### src/rtl/rf_op_sched.sv
// Two-requester round-robin scheduler sequencing ALU ops through a 16x16 register file.
// Latency: ALU/MOV done 3 cycles after accept, LDI/NOP 1 cycle; ready only pulses while idle.
module rf_op_sched (
   input  logic        clk,
   input  logic        clear,
   input  logic        req0_valid,
   input  logic [2:0]  req0_op,
   input  logic [3:0]  req0_dst,
   input  logic [3:0]  req0_srca,
   input  logic [3:0]  req0_srcb,
   input  logic [15:0] req0_imm,
   input  logic        req1_valid,
   input  logic [2:0]  req1_op,
   input  logic [3:0]  req1_dst,
   input  logic [3:0]  req1_srca,
   input  logic [3:0]  req1_srcb,
   input  logic [15:0] req1_imm,
   output logic        req0_ready,
   output logic        req1_ready,
   output logic [3:0]  rf_Aaddr,
   output logic [3:0]  rf_Baddr,
   output logic        rf_rd,
   input  logic [15:0] rf_A,
   input  logic [15:0] rf_B,
   output logic [3:0]  rf_Caddr,
   output logic [15:0] rf_C,
   output logic        rf_wr,
   output logic        done,
   output logic        done_id,
   output logic [15:0] result,
   output logic        zero
);

   typedef enum logic [1:0] {IDLE, READ, EXEC, WRITE} stateT;

   localparam logic [2:0] OP_ADD = 3'd0;
   localparam logic [2:0] OP_SUB = 3'd1;
   localparam logic [2:0] OP_AND = 3'd2;
   localparam logic [2:0] OP_OR  = 3'd3;
   localparam logic [2:0] OP_MOV = 3'd4;
   localparam logic [2:0] OP_LDI = 3'd5;

   stateT       state, nextState;
   logic        ptr;
   logic [2:0]  opR;
   logic [3:0]  dstR;
   logic [15:0] resR;
   logic        idR;

   logic        grantAny, grantId, gNeedsRead, opIsNop;
   logic [2:0]  gOp;
   logic [3:0]  gDst, gSrcA, gSrcB;
   logic [15:0] gImm, aluRes;

   // Pointer names the favoured requester when both are valid.
   always_comb begin
      grantAny   = (state == IDLE) && (req0_valid || req1_valid) && !clear;
      grantId    = req1_valid && (!req0_valid || ptr);
      gOp        = grantId ? req1_op   : req0_op;
      gDst       = grantId ? req1_dst  : req0_dst;
      gSrcA      = grantId ? req1_srca : req0_srca;
      gSrcB      = grantId ? req1_srcb : req0_srcb;
      gImm       = grantId ? req1_imm  : req0_imm;
      gNeedsRead = (gOp <= OP_MOV);
      opIsNop    = (opR[2:1] == 2'b11);
   end

   always_comb begin
      case (opR)
         OP_ADD:  aluRes = rf_A + rf_B;
         OP_SUB:  aluRes = rf_A - rf_B;
         OP_AND:  aluRes = rf_A & rf_B;
         OP_OR:   aluRes = rf_A | rf_B;
         default: aluRes = rf_A;
      endcase
   end

   always_ff @(posedge clk) begin
      if (clear) state <= IDLE;
      else       state <= nextState;
   end

   always_comb begin
      nextState = state;
      case (state)
         IDLE:    if (grantAny) nextState = gNeedsRead ? READ : WRITE;
         READ:    nextState = EXEC;
         EXEC:    nextState = WRITE;
         WRITE:   nextState = IDLE;
         default: nextState = IDLE;
      endcase
   end

   // Address and write-data registers load only on the way into READ/WRITE, so they hold otherwise.
   always_ff @(posedge clk) begin
      if (clear) begin
         ptr      <= 1'b0;
         opR      <= 3'd0;
         dstR     <= 4'd0;
         resR     <= 16'd0;
         idR      <= 1'b0;
         rf_Aaddr <= 4'd0;
         rf_Baddr <= 4'd0;
         rf_Caddr <= 4'd0;
         rf_C     <= 16'd0;
      end else begin
         if (grantAny) begin
            ptr  <= ~grantId;
            opR  <= gOp;
            dstR <= gDst;
            idR  <= grantId;
            if (gNeedsRead) begin
               rf_Aaddr <= gSrcA;
               rf_Baddr <= gSrcB;
            end else if (gOp == OP_LDI) begin
               resR     <= gImm;
               rf_Caddr <= gDst;
               rf_C     <= gImm;
            end else begin
               resR <= 16'd0;
            end
         end
         if (state == EXEC) begin
            resR     <= aluRes;
            rf_C     <= aluRes;
            rf_Caddr <= dstR;
         end
      end
   end

   always_comb begin
      req0_ready = grantAny && !grantId;
      req1_ready = grantAny && grantId;
      rf_rd      = (state == READ) && !clear;
      done       = (state == WRITE) && !clear;
      rf_wr      = done && !opIsNop;
      done_id    = idR;
      result     = (state == WRITE) ? resR : 16'd0;
      zero       = done && (resR == 16'd0);
   end

endmodule

### config.mk
export PLATFORM = sky130hd
export DESIGN_NAME = rf_op_sched
export DESIGN_NICKNAME = d
export VERILOG_FILES = /design/src/rtl/rf_op_sched.sv
export SDC_FILE = /design/constraint.sdc
export NUM_CORES = 1
export LEC_CHECK = 0
export ABC_AREA = 1
export CAP_MARGIN = 20
export CORE_ASPECT_RATIO = 0.9
export CORE_MARGIN = 5
export CORE_UTILIZATION = 47
export CTS_CLUSTER_SIZE = 28
export DETAILED_ROUTE_END_ITERATION = 10
export PLACE_DENSITY = 0.8
export SLEW_MARGIN = 20
export SYNTH_ARGS = -nofsm -noshare
export SYNTH_HDL_FRONTEND = slang
export SYNTH_SLANG_ARGS = --single-unit
### constraint.sdc
create_clock -name clk -period 4.4 [get_ports clk]
set_input_delay 1.32 -clock clk [delete_from_list [all_inputs] [get_ports clk]]
set_output_delay 1.32 -clock clk [all_outputs]
set_load 0.02 [all_outputs]
==> key figures <==
Global routing
  – Initial antenna violation count: 0
  – Met3 Resource Use GR: 0.0657
  – Total Routing Usage GR: 0.265
  – Vias in the first global route: 5,190
  – Met1 Usage GRT: 0.335
  – Grt ovf: 0
  – Met2 GRT Util: 0.455
  – First-pass GRT wire length: 24.8 mm
  – Pin count of the biggest net entering global routing: 37
  – Grt peak-use layer: met2

Die
  – Die area: 0.0114 mm^2
  – Die extent in x: 112 um
  – FP Rows: 33
  – Total core area: 0.00913 mm^2
  – Die outline height: 102 um
  – Initial Utilization: 0.483
  – Ports: 149

Worst hold path
  – Worst Hold Class: flip-flop to flip-flop
  – Hold_sp: rf_C[0]

Synth
  – Post-synth EDFFs: 0
  – Avg Cell Area, Syn: 6.19 um^2
  – Post-Syn Area: 0.00441 mm^2
  – Most used DFF post-synth: dfxtp_1
  – Sequential share of the synthesized area: 0.250
  – Top post-synthesis cells by area: dfxtp_1 25%, nand2_1 17%, a21oi_1 7.6%
  – Syn_nets: 835
  – Synth cell types: 44
  – Ys async rst share: 0
  – Area leader, netlist: dfxtp_1
  – Synth Instances: 713
  – Warnings, synthesis: 0
  – Synth Register Bits: 55
  – Share of the synthesized area in the top cell type: 0.250

Pwr
  – Net Switching: 0.00139 W
  – Combinational Power Share: 0.648
  – Total Power: 0.00286 W
  – Sw Share: 0.485
  – Clk network pwr share: 0.092
  – Power Density: 462 mW/mm^2
  – Internal: 0.00147 W
  – Maximum vdd drop: 0.000251 V
  – Reg power frac: 0.259
  – LEAKAGE: 2.89 nW

Setup path
  – Reg2reg start: opR[2]
  – Critical-path cell list: clkdlybuf4s50_1 -> buf_4 -> buf_4 -> nor2_1 -> clkdlybuf4s50_1
  – Slowest-stage cell, CP: clkdlybuf4s50_1
  – Worst-path fanout max: 36
  – Critical Path RT: 3080 ps
  – CP top delay family: buffers and inverters
  – Crit Path Category: primary input to output port
  – Critical path endpoint category: output port
  – Crit path launch: clear
  – Buffer and inverter count on the worst path: 4
  – Worst EP arrival: 3000 ps
  – Critical path launch point type: primary input
  – Delay of the slowest cell on the worst path: 560 ps

Placement
  – Post-DP HPWL: 12.4 mm
  – Placed Instance Area: 0.00611 mm^2
  – Routability cong.: 0.922
  – DP Worst Slack: -5.08 ps
  – Port Buffers: 148

STA
  – Relative slew slack: 0.456
  – Worst Max-Slew Pin Slew: 813 ps
  – Setup TNS: 0 ps
  – Minimum clock period: 4320 ps
  – Fmax: 0.231 GHz
  – Setup ws final: 76.3 ps
  – Clk_skew: 7.24 ps
  – Final setup vio count: 0
  – Fin crit share: 0.983
  – Max Slew Vio Count: 0
  – Endpoints failing hold: 0
  – RSZ-0062 raised after global routing: false

Clock tree
  – CTS Hold Buffers Added: 0
  – Sink Count: 55
  – Worst skew pair latency: 310 ps
  – CTS Buffer Depth: 2
  – Clock slew at reported path FFs: 90 ps
  – CTS H-tree lvls: 2
  – CTS tree: built
  – Clk Tree Root Cell: clkbuf_8
  – CTS Buf Count: 5

Cells and area
  – Fin util: 0.679
  – Synth-to-layout area growth: 40.5%
  – Layout cell share with drive strength beyond 1: 0.0947
  – Final instance area: 0.00620 mm^2
  – Register Area: 0.00110 mm^2
  – Multi-input combinational cell area: 0.00286 mm^2
  – Final net count: 989
  – # fillers: 838
  – Commonest non-fill, non-tap cell in the layout: nand2_1
  – Commonest cells after routing, fill and taps aside: 197 x nand2_1, 147 x clkdlybuf4s50_1, 76 x inv_1
  – Ant. Diodes: 0

Drt
  – Via count: 5,274
  – DRC viols: 0
  – Drt wl/cell: 15.7 um
  – Routed Antenna Nets: 0
  – Vias per cell: 5.34
  – Drt initial violations: 369
  – Drt pass-1 iters: 7
  – Drt total wl: 15.5 mm

Run
  – Max-Cap Viols: 0

Outcome
  – Status: completed
[sequential cells by signal, summed over array words and instances, names as in the netlist]
| signal | cells |
|---|---|
| done_id | 1 |
| ptr | 1 |
| resR | 16 |
| rf_Baddr | 4 |
| rf_C | 16 |
| state | 2 |
| rf_Aaddr | 4 |
| dstR | 4 |
| opR | 3 |
| rf_Caddr | 4 |
[timing repair]
| item | 4_1_cts | 5_1_grt |
|---|---|---|
| setup endpoints to repair | 0 | 6 |
| buffers inserted | 0 | 0 |
| resized for setup | 0 | 4 |
[final cells by class]
cell class,instances,share of cell area
clock inverters,1,0.00121
clock buffers,5,0.0111
well taps,122,0.0246
repair buffers,175,0.272
multi-input cells,543,0.461
flip-flops and latches,55,0.178
inverters,87,0.0527
[synth_stat cells, drive strengths merged, types with 2 or more instances]
cell	instances
a311oi	7
o21ai	59
o21a	2
clkbuf	14
buf	14
nand3b	2
or2	11
o22ai	6
nand3	28
o211ai	3
nand2	211
xor2	13
inv	86
nor2	66
nor3	2
dfxtp	55
nand4	2
a21oi	78
ha	23
nor4	2
a31oi	16
o31ai	3
or4	3
[logic make-up after synthesis]
| kind of cell | count (synthesis) | share of synthesized area |
|---|---|---|
| AOI/OAI and AO/OA | 176 | 0.233 |
| xor gates and xnor gates | 14 | 0.0278 |
| buffers and inverters | 115 | 0.104 |
| muxes | 1 | 0.00227 |
| DFF | 55 | 0.250 |
| and+or+nand+nor | 328 | 0.313 |
| adders and majority gates | 24 | 0.0698 |
[through the flow]
stage / hold slack, ps / std cells
5_1_grt: 486 / 988
3_5_place_dp: 457 / 982
4_1_cts: 472 / 988
2_1_floorplan: 450 / 713
3_3_place_gp: 452 / 982
6_report: 469 / 988
[metal layers]
layer / wire length, um / part of all wire / up-vias
met4: 366 / 0.024 / 0
met2: 7140 / 0.46 / 236
met1: 6530 / 0.42 / 2372
met3: 1480 / 0.095 / 28
met5: 0 / 0 / -
li1: - / - / 2638
[worst paths after layout]
kind	endpoint	slack [ps]	cells after the start
worst max-delay path	rf_rd	80	5
worst max register to register	rf_C[10]	660	18
worst min-delay path	rf_C[0]	470	2
worst min register to register	rf_C[0]	470	2
[tightest hold or removal path, stage by stage, from the launching register on]
cell and delay [ps]:
dfxtp_1 320, nand2_1 60, a21oi_1 50
[power groups by stage]
stage	Sequential, W	Clock (W)	Combinational (W)
2_1_floorplan	0.000793	0	0.00114
3_3_place_gp	0.000744	0	0.00180
3_5_place_dp	0.000749	0	0.00183
4_1_cts	0.000739	0.000270	0.00184
5_1_grt	0.000757	0.000292	0.00205
6_report	0.000743	0.000264	0.00186
No activity file was read; power rests on OpenSTA's default activity.
==> RTL change (same flow settings) <==
Encoding of `stateT`: now Gray code (2 bits for 4 states).
--- a/src/rtl/rf_op_sched.sv
+++ b/src/rtl/rf_op_sched.sv
@@ -31,7 +31,7 @@
    output logic        zero
 );
 
-   typedef enum logic [1:0] {IDLE, READ, EXEC, WRITE} stateT;
+   typedef enum logic [1:0] {IDLE = 2'b00, READ = 2'b01, EXEC = 2'b11, WRITE = 2'b10} stateT;
 
    localparam logic [2:0] OP_ADD = 3'd0;
    localparam logic [2:0] OP_SUB = 3'd1;
Formal check against the unedited RTL: same outputs for any inputs over 10 cycles, from zero or initial values; not proved beyond that.
==> RTL change against the original RTL <==
Sequential cell count is the same. Routed wire length decreased by 2.3%. Fmax grew 0.42%. Synthesized area down 3.5%. Worst setup slack gained 18 ps. Final area shrank 2.8%. Critical path depth is the same.
Power is not compared: it rests on default switching activity, and its combinational part moved more than twofold at a synthesized area within 25%.
==> RTL change: results <==
[layout]
fill_cells = 873
drive_above_1_share = 0.0554
nets = 964

[clock_tree]
clk_latency_ps = 300

[critical_path]
cp_max_fo = 4
arrival_ps = 2990
cp_slowest_cell = clkdlybuf4s50_1
slowest_delay_ps = 670

[global_routing]
met1_usage = 0.334
grt_use_met2 = 0.477
grt_pass1_wl_mm = 24.0
grtUsageTotal = 0.272
use_met3 = 0.0559

[routing]
drtIter0Drc = 328
viasPerCell = 5.30
drt-total-wl_mm = 15.2
vias = 5144

[placed_design]
dpl_cell_area_sq_mm = 0.00589
placed_cells = 962
dp_hpwl_mm = 12.1
gp_congestion = 0.912
place_ws_ps = -57.7

[yosys]
yosysSeqAreaShare = 0.259
syn_nets = 819
synth_area_leaders = dfxtp_1 26%, nand2_1 16%, a21oi_1 9.5%
ys_warn_count = 0
synth_common_cells = 179 x nand2_1, 94 x nor2_1, 81 x a21oi_1, 77 x inv_1, 55 x dfxtp_1
syn_inst = 702

[timing]
worst_slew_pin_slew_ps = 940
finalClockSkew_ps = 8.86

[pwr]
p_leak_nw = 2.67

[status]
outcome = finished clean
-- RTL change: changes by cell type after synthesis, sizes merged, moves of 4 or more --
cell,change
clkbuf,+4
ha,-5
buf,-6
a211oi,+6
a21oi,+7
nand4,+4
a31oi,-7
or2,-8
nand2,-30
nor2,+31
-- RTL change: power by group --
part	total [mW]	switching [mW]	leakage (nW)	internal, mW
Sequential	0.566	0.0266	0.448	0.539
Combinational	0.779	0.456	2.17	0.323
Clock	0.338	0.166	0.0558	0.172
Total	1.68	0.649	2.67	1.03
-- RTL change: final timing paths --
path	start	endpoint	slack (ps)	depth (start not counted)
hold reg to reg	rf_C[12]	rf_C[12]	470	2
setup / recovery	clear	rf_wr	90	5
setup reg to reg	opR[1]	resR[8]	1180	18
hold / removal	rf_C[12]	rf_C[12]	470	2
-- RTL change: kinds of logic (layout without fill, tap and decap cells) --
family,count (synthesis),count (layout),share of synthesized area
adders and majority gates,19,19,0.0576
DFF,55,55,0.259
muxes,4,4,0.00941
and+or+nand+nor,326,326,0.313
xor gates and xnor gates,13,13,0.0268
AOI/OAI and AO/OA,175,175,0.232
buffers and inverters,110,256,0.102
-- RTL change: tightest hold or removal path, stage by stage (launching register included) --
cell	delay [ps]
dfxtp_1	320
nand2_1	60
a21oi_1	50
-- RTL change: what timing repair did --
action / in CTS / in global routing
hold endpoints to repair: 0 / 0
resized for setup: 1 / 8
cloned: 0 / 0
setup endpoints to repair: 1 / 8
buffers inserted: 0 / 0
pin swaps: 0 / 1
-- RTL change: final cells by class --
type	instances	area, sq um	area share
inverter	84	315	0.0523
sequential	55	1100	0.183
multi-input combinational	537	2740	0.455
clock inverter	2	38.8	0.00644
timing repair buffer	164	1610	0.266
clock buffer	6	72.6	0.0120
tap	122	153	0.0253
-- RTL change: metal layers --
layer	up-vias	part of all wire
met1	2331	0.42
met4	0	0.027
li1	2593	-
met3	26	0.079
met2	194	0.47
met5	-	0
-- RTL change: through the flow --
| step | hold WS (ps) | power, mW |
|---|---|---|
| after CTS | 469 | 1.68 |
| after detailed placement | 454 | 1.34 |
| final | 466 | 1.68 |
| after global routing | 487 | 1.80 |
| after floorplan | 439 | 1.05 |
| after global placement | 452 | 1.33 |
